File: src/rtl/window3x3_pkg.sv
// Shared definitions for the 3x3 RGB888 window pipeline: FSM encoding,
// channel slice positions, tap count and fixed-point helpers.
package window3x3_pkg;

  typedef enum logic [1:0] {
    IDLE = 2'd0,
    ACC  = 2'd1,
    OUT  = 2'd2
  } stateT;

  localparam int NTAPS      = 9;
  localparam int CENTER_TAP = 4;
  localparam int COEF_W_DEF = 8;

  localparam int R_LSB = 16;
  localparam int G_LSB = 8;
  localparam int B_LSB = 0;

  // Half-LSB rounding offset applied before the arithmetic right shift.
  function automatic int roundConst(input int shift);
    return (shift == 0) ? 0 : (1 << (shift - 1));
  endfunction

endpackage

File: src/rtl/mac_channel.sv
// One 8-bit colour channel: serial signed MAC over the window taps, then
// round, arithmetic shift and clamp to 0..255 into a held output register.
module mac_channel
  import window3x3_pkg::*;
#(
  parameter int COEF_W = COEF_W_DEF,
  parameter int SHIFT  = 4,
  parameter int ACC_W  = COEF_W + 13
) (
  input  logic              iClk,
  input  logic              iRst,
  input  logic              iClear,
  input  logic              iEn,
  input  logic              iLatch,
  input  logic [7:0]        iPix,
  input  logic [COEF_W-1:0] iCoef,
  output logic [7:0]        oPix
);

  localparam int PROD_W = COEF_W + 9;
  localparam logic signed [ACC_W:0] RND = (ACC_W + 1)'(roundConst(SHIFT));

  logic signed [PROD_W-1:0] prod;
  logic signed [ACC_W-1:0]  prodExt;
  logic signed [ACC_W-1:0]  acc;
  logic signed [ACC_W:0]    rounded;
  logic signed [ACC_W:0]    scaled;
  logic [7:0]               clamped;

  // Pixel is zero-extended so it always reads as a non-negative operand.
  assign prod    = PROD_W'($signed({1'b0, iPix})) * PROD_W'($signed(iCoef));
  assign prodExt = {{(ACC_W - PROD_W){prod[PROD_W-1]}}, prod};

  assign rounded = {acc[ACC_W-1], acc} + RND;
  assign scaled  = rounded >>> SHIFT;

  always_comb begin
    clamped = scaled[7:0];
    if (scaled[ACC_W]) begin
      clamped = 8'd0;
    end else if (|scaled[ACC_W-1:8]) begin
      clamped = 8'hFF;
    end
  end

  always_ff @(posedge iClk) begin
    if (iRst) begin
      acc  <= '0;
      oPix <= '0;
    end else begin
      if (iClear) begin
        acc <= '0;
      end else if (iEn) begin
        acc <= acc + prodExt;
      end
      if (iLatch) begin
        oPix <= clamped;
      end
    end
  end

endmodule

File: src/rtl/conv3x3_mac_rgb888.sv
// 3x3 RGB888 convolution consumer: latches one window per iValid, runs a
// 9-cycle serial MAC on R/G/B in parallel and emits one clamped pixel.
module conv3x3_mac_rgb888
  import window3x3_pkg::*;
#(
  parameter int COEF_W = COEF_W_DEF,
  parameter int SHIFT  = 4,
  parameter int ACC_W  = COEF_W + 13
) (
  input  logic              iClk,
  input  logic              iRst,
  input  logic              iValid,
  input  logic [23:0]       iWin0,
  input  logic [23:0]       iWin1,
  input  logic [23:0]       iWin2,
  input  logic [23:0]       iWin3,
  input  logic [23:0]       iWin4,
  input  logic [23:0]       iWin5,
  input  logic [23:0]       iWin6,
  input  logic [23:0]       iWin7,
  input  logic [23:0]       iWin8,
  output logic              oBusy,
  input  logic              iCoefWe,
  input  logic [3:0]        iCoefAddr,
  input  logic [COEF_W-1:0] iCoefData,
  output logic [23:0]       oPixel,
  output logic              oValid
);

  localparam logic [COEF_W-1:0] IDENT = COEF_W'(1 << SHIFT);

  stateT             state;
  stateT             nextState;
  logic [23:0]       win  [NTAPS];
  logic [COEF_W-1:0] coef [NTAPS];
  logic [3:0]        tap;
  logic              capture;
  logic              lastTap;
  logic              coefWrOk;
  logic              accEn;
  logic              outLatch;
  logic [23:0]       pixSel;
  logic [COEF_W-1:0] coefSel;
  logic [7:0]        rOut;
  logic [7:0]        gOut;
  logic [7:0]        bOut;

  assign capture  = (state == IDLE) && iValid;
  assign accEn    = (state == ACC);
  assign outLatch = (state == OUT);
  assign lastTap  = (tap == 4'(NTAPS - 1));
  assign coefWrOk = (state == IDLE) && iCoefWe && (iCoefAddr <= 4'(NTAPS - 1));
  assign pixSel   = win[tap];
  assign coefSel  = coef[tap];

  always_ff @(posedge iClk) begin
    if (iRst) begin
      state <= IDLE;
    end else begin
      state <= nextState;
    end
  end

  always_comb begin
    nextState = state;
    case (state)
      IDLE:    if (iValid) nextState = ACC;
      ACC:     if (lastTap) nextState = OUT;
      OUT:     nextState = IDLE;
      default: nextState = IDLE;
    endcase
  end

  // Busy is registered from nextState so it drops in the oValid cycle,
  // letting the generator hand over the next window with no bubble.
  always_ff @(posedge iClk) begin
    if (iRst) begin
      tap    <= '0;
      oBusy  <= 1'b0;
      oValid <= 1'b0;
    end else begin
      oBusy  <= (nextState != IDLE);
      oValid <= outLatch;
      if (capture) begin
        tap <= '0;
      end else if (accEn) begin
        tap <= lastTap ? 4'd0 : tap + 4'd1;
      end
    end
  end

  always_ff @(posedge iClk) begin
    if (capture) begin
      win[0] <= iWin0;
      win[1] <= iWin1;
      win[2] <= iWin2;
      win[3] <= iWin3;
      win[4] <= iWin4;
      win[5] <= iWin5;
      win[6] <= iWin6;
      win[7] <= iWin7;
      win[8] <= iWin8;
    end
  end

  // A write in the same IDLE cycle as iValid lands before tap 0 is read.
  always_ff @(posedge iClk) begin
    if (iRst) begin
      for (int i = 0; i < NTAPS; i++) begin
        coef[i] <= (i == CENTER_TAP) ? IDENT : '0;
      end
    end else if (coefWrOk) begin
      coef[iCoefAddr] <= iCoefData;
    end
  end

  mac_channel #(.COEF_W(COEF_W), .SHIFT(SHIFT), .ACC_W(ACC_W)) uMacR (
    .iClk   (iClk),
    .iRst   (iRst),
    .iClear (capture),
    .iEn    (accEn),
    .iLatch (outLatch),
    .iPix   (pixSel[R_LSB +: 8]),
    .iCoef  (coefSel),
    .oPix   (rOut)
  );

  mac_channel #(.COEF_W(COEF_W), .SHIFT(SHIFT), .ACC_W(ACC_W)) uMacG (
    .iClk   (iClk),
    .iRst   (iRst),
    .iClear (capture),
    .iEn    (accEn),
    .iLatch (outLatch),
    .iPix   (pixSel[G_LSB +: 8]),
    .iCoef  (coefSel),
    .oPix   (gOut)
  );

  mac_channel #(.COEF_W(COEF_W), .SHIFT(SHIFT), .ACC_W(ACC_W)) uMacB (
    .iClk   (iClk),
    .iRst   (iRst),
    .iClear (capture),
    .iEn    (accEn),
    .iLatch (outLatch),
    .iPix   (pixSel[B_LSB +: 8]),
    .iCoef  (coefSel),
    .oPix   (bOut)
  );

  assign oPixel = {rOut, gOut, bOut};

endmodule

File: config.mk
export PLATFORM = sky130hd
export DESIGN_NAME = conv3x3_mac_rgb888
export DESIGN_NICKNAME = d
export VERILOG_FILES = /design/src/rtl/window3x3_pkg.sv /design/src/rtl/mac_channel.sv /design/src/rtl/conv3x3_mac_rgb888.sv
export SDC_FILE = /design/constraint.sdc
export NUM_CORES = 1
export LEC_CHECK = 0
export BUFFER_PORTS_ARGS = -buffer_cell sky130_fd_sc_hd__buf_2
export CAP_MARGIN = 25
export CORE_ASPECT_RATIO = 1.75
export CORE_MARGIN = 3
export CORE_UTILIZATION = 56
export CTS_CLUSTER_SIZE = 16
export DETAILED_ROUTE_END_ITERATION = 8
export GPL_ROUTABILITY_DRIVEN = 0
export PLACE_DENSITY = 0.76
export SYNTH_ARGS = -nofsm -noshare
export SYNTH_HDL_FRONTEND = slang
export SYNTH_SLANG_ARGS = --single-unit
File: constraint.sdc
create_clock -name iClk -period 7.5 [get_ports iClk]
set_input_delay 0.375 -clock iClk [delete_from_list [all_inputs] [get_ports iClk]]
set_output_delay 0.375 -clock iClk [all_outputs]
set_load 0.01 [all_outputs]
# Yosys cells after proc, flatten, opt, wreduce, memory -nomap -nowiden
# Memory sizes are Yosys's and may differ from the RTL's. A register that Yosys moved wholly into a read port is not among the register bits.
# Cells that the tools add are included.
# Widths: inputs -> output; s select.
# classes
n_addsub	7
reduce_logical	10
mul	3
div	0
n_shift	0
eq_ne	3
magnitude_cmp	1
bitwise	0
muxes	24
# op_table
op	count
$add 21x5->22 const B	3
$add 21x17->21	3
$mux 8	7
$mul 9x8->17	3
$reduce_or 10->1	3
$mux 4	6
$mux 1	8
$reduce_or 8->1	1
$add 4x1->4 const B	1
$eq 4x4->1 const B	1
$le 4x4->1 const B	1
$mux 2	2
$pmux 2 s2	1
$logic_and 1x1->1	3
$eq 2x1->1 const B	1
$eq 2x2->1 const B	1
$logic_not 2->1	1
$reduce_bool 2->1	1
$reduce_or 2->1	1
# word_totals
output_inout_bits	26
ramBits	288
elab_cells	60
in_bits	232
latchBits	0
n_memories	2
ff_bits	95
mem_bits_ro	0
# mem_list
name	depth	width	rd	rd_ports_with_merged_regs	write_ports	line_no	rtl
win	9	24	1	1	9	conv3x3_mac_rgb888.sv:34	logic [23:0] win [NTAPS];
coef	9	8	1	1	9	conv3x3_mac_rgb888.sv:35	logic [COEF_W-1:0] coef [NTAPS];

# Logic depth before layout (Yosys ltp)
# logic_depth
ltp_word	8
mapped_depth	25
mapped_depth_nobuf	21

# Modules after synthesis
# From an unflattened synthesis, not the netlist that was laid out.
# hier_totals
cells_unflattened	2194
area_unflattened_um2	27068.5
# modules_own_cells
module	seq_area_each_um2	instances	area_each_um2	cells_per_inst
conv3x3_mac_rgb888	10570.1	1	14234.9	780
mac_channel (uMacG ...)	580.6	2	4262.8	466
mac_channel (uMacB)	580.6	1	4307.9	482

# Least setup slack after synthesis
# OpenSTA, ideal clock, no wires.
# synth_timing
path_type	register to register
start	reg with a tool-made name
end	reg uMacR.acc[18]
arrival_ps	6509
path_buffers	3
period_less_slack_ps	6627
path_stages_with_launch	23
t_required_ps	7383
setup_ps	117
path_slack_ps	873
cell_sequence	dfxtp_1 -> buf_4 -> buf_2 -> buf_2 -> mux4_2 -> mux2i_1 -> nor2_1 -> a21oi_1 -> nor2_1 -> fa_1 -> inv_1 -> fa_1 -> inv_1 -> fa_1 -> fa_1 -> fa_1 -> ha_1 -> o21ai_0 -> o21bai_1 -> o41ai_1 -> a21oi_1 -> or3_1 -> a32o_1
# synth_rtl
element	line_no	rtl
end signal: assignment	mac_channel.sv:54	acc <= acc + prodExt;
end: declaration	mac_channel.sv:25	logic signed [ACC_W-1:0] acc;

==> flow_metrics.py <==
metrics = {
    "status": {
        "outcome": "complete, no violations",
    },
    "logic_synthesis": {
        "yosysSeqAreaShare_pct": 46.1,
        "syn_area_sq_um": 26700,
        "syn_avg_cell_area_sq_um": 12.2,
        "syn-instance-count": 2193,
        "ys_async_sr_fraction_pct": 0,
        "ys_types": 64,
        "yosysWarnings": 0,
        "ys_seq_elements": 443,
        "ys.flop_type": "edfxtp_1",
        "synth_edf_count": 344,
    },
    "critical_path": {
        "slowest_stage": "dfxtp_4",
        "cp-start-kind": "flip-flop",
        "rrSetupSlack_ps": 560,
        "reg2reg_depth": 20,
        "cp-end-kind": "flip-flop",
        "cp_num_buf_inv": 3,
        "worstPathArrival_ps": 7380,
        "cp_cell_sequence": "buf_4 > mux4_2 > mux2i_1 > nor2_1 > a21oi_1 > nor2_1 > fa_1 > inv_1 > fa_1 > inv_1 > fa_1 > fa_1 > fa_1 > ha_1 > a2111oi_0 > o21ai_0 > a31oi_2 > a31oi_1 > or3_1 > a32o_1",
        "critPathTopFamily": "adder cells",
        "cpMostUsedCell": "fa_1",
        "crit_cells": 20,
        "required_ps": 7950,
        "worstSetupPathType": "flip-flop to flip-flop",
        "cp_max_fo": 40,
        "timing.rr.end": "uMacG.acc[17]",
        "slowest_delay_ps": 720,
    },
    "power": {
        "cellLeakagePower_nw": 13.9,
        "total_power_w": 0.00790,
        "p_per_area_nw_per_um2": 241,
        "vdd.ir_drop.worst_mv": 0.272,
    },
    "timing": {
        "final_max_slew_viol_count": 0,
        "relSlewSlack_pct": 37.6,
        "worst_slew_pin_slew_ps": 929,
        "min_period_ps": 6940,
        "finalCritPeriodShare_pct": 92.5,
        "finalClockSkew_ps": 41.1,
        "setup_ws_ps": 562,
        "max_freq_mhz": 144,
        "setup_viol": 0,
        "grt_setup_unrepaired": "false",
        "hold_violations": 0,
        "tns_ps": 0,
    },
    "job": {
        "maxCapViolCount": 0,
    },
    "die": {
        "io_pins": 258,
        "die-width_microns": 171,
        "die_y_microns": 295,
        "core_sq_um": 47000,
        "fp-row-count": 105,
        "start_util_pct": 56.8,
        "dieArea_sq_um": 50400,
    },
    "hold_path": {
        "hold_end": "win[2][17]",
        "min-delay-start": "iWin2[17]",
        "min_delay_path_depth": 1,
        "hold_path_class": "input port to flip-flop",
    },
    "cts": {
        "clk_pin_slew_ps": 70,
        "clkLatencyLatePin_ps": 580,
        "root_buffer": "clkbuf_16",
        "cts.sinks": 443,
        "h-tree-depth": 2,
        "cts_tree": "yes",
        "numCtsBuffers": 41,
        "clockBufferDepth": 3,
    },
    "route": {
        "viasPerCell": 5.81,
        "first_pass_iters": 5,
        "routed_wl_mm": 73.6,
        "drtAntennaViolNets": 0,
        "drcViolationCount": 0,
        "via_count": 19529,
        "wire_per_inst_microns": 21.9,
        "drt_iter0_markers": 1333,
    },
    "placement": {
        "hpwl_mm": 48.4,
        "place_ws_ps": 469,
        "placement.io_buffers": 257,
        "placed_area_sq_um": 29100,
    },
    "finish": {
        "drive_gt1_share_pct": 18.1,
        "nNetsFinal": 3325,
        "syn2layout_area_growth_pct": 22.6,
        "fin_area_sq_um": 32700,
    },
    "global_route": {
        "antenna_found_initial": 2,
        "grt-ovfl-total": 0,
        "grt_pass1_wl_mm": 114,
        "track_usage_pct": 29.3,
        "grt_max_degree": 84,
        "grt_pass1_vias": 20704,
    },
}
## power breakdown
part	internal (W)	total (W)	switching [W]	leakage, nW
clock network	0.00128	0.00226	0.000982	0.698
logic	0.00119	0.00268	0.00149	9.00
registers	0.00283	0.00296	0.000132	4.17
total	0.00530	0.00790	0.00260	13.9
## worst max path at each step
stage / slack, ps / startpoint / end
floorplan: 870 / flip-flop / uMacR.acc[18]
global placement: 620 / flip-flop / uMacG.acc[17]
detailed placement: 470 / flip-flop / uMacG.acc[17]
CTS: 440 / flip-flop / uMacG.acc[17]
global route: 160 / flip-flop / uMacG.acc[17]
finish: 560 / flip-flop / uMacG.acc[17]
## placed cells by master (no fill, tap or decap), types with 35 or more instances in the layout
cell type,instances
mux2i_1,37
inv_1,206
clkbuf_16,43
nor3_1,35
and2_1,82
xnor2_1,46
fa_1,153
dlygate4sd3_1,208
nand2_1,170
mux4_2,81
buf_2,257
edfxtp_1,344
o21ai_0,69
nand2b_1,45
ha_1,197
conb_1,56
nor2_1,151
buf_4,58
a21oi_1,99
dfxtp_1,95
## metrics by stage
stage,instances,utilization (%),hold slack [ps]
final,3362,69.6,28.0
after global placement,3073,61.9,437
after floorplan,2248,-,436
after detailed placement,3073,61.9,439
after CTS,3351,69.4,1.31
after global routing,3361,69.6,14.7
## sequential cells by signal, indices dropped and copies added (netlist names), named ones only
name        cells
oValid          1
tap             4
state           2
uMacG.oPix      8
uMacB.oPix      8
uMacG.acc      21
oBusy           1
uMacB.acc      21
win           216
uMacR.acc      21
coef          128
uMacR.oPix      8
## metal layers
metal	part of all wire (%)	vias to the layer above	track usage (%)
met3	5.7	235	3.90
li1	-	8810	-
met5	0.018	-	0
met1	35	9558	33.7
met2	53	924	53.5
met4	5.5	2	13.9
## timing repair
action	in CTS	in global routing
resized for setup	0	1
setup endpoints to repair	0	1
hold buffers	206	2
hold endpoints to repair	206	2
setup buffers	0	5
## cells in the mapped netlist (14+ instances only)
cell | n | area, sq um
edfxtp_1 | 344 | 10300
inv_1 | 207 | 777
ha_1 | 197 | 2460
nand2_1 | 170 | 638
fa_1 | 153 | 3060
nor2_1 | 152 | 571
a21oi_1 | 99 | 495
dfxtp_1 | 99 | 1980
and2_1 | 82 | 513
mux4_2 | 81 | 1820
o21ai_0 | 71 | 355
clkbuf_1 | 48 | 180
nand2b_1 | 46 | 288
xnor2_1 | 46 | 403
mux2i_1 | 37 | 370
nor3_1 | 35 | 175
nor2b_1 | 30 | 188
nand3_1 | 24 | 120
nand4_1 | 21 | 131
xor2_1 | 20 | 175
a21o_1 | 19 | 143
or2_2 | 17 | 106
a211oi_1 | 15 | 113
a31oi_1 | 15 | 93.8
o211ai_1 | 15 | 113
buf_2 | 14 | 70.1
## logic make-up after synthesis
logic type      count (synthesis)  share of synthesized area (%)
simple gates                  627                           11.6
buf+inv                       284                           4.10
mux                           124                           8.47
other cells                     1                         0.0140
flops                         443                           46.1
fa+ha+maj                     350                           20.7
xor+xnor                       66                           2.16
compound gates                298                           6.82
## cell type report
cell class / count / area, sq um
Antenna cell: 2 / 5.00
Clock buffer: 49 / 1120
Clock inverter: 23 / 314
Fill cell: 3188 / 14300
Inverter: 207 / 785
Multi-Input combinational cell: 1521 / 13500
Sequential cell: 443 / 12300
Tap cell: 588 / 736
Timing Repair Buffer: 529 / 3930
(Power assumes the default switching activity.)
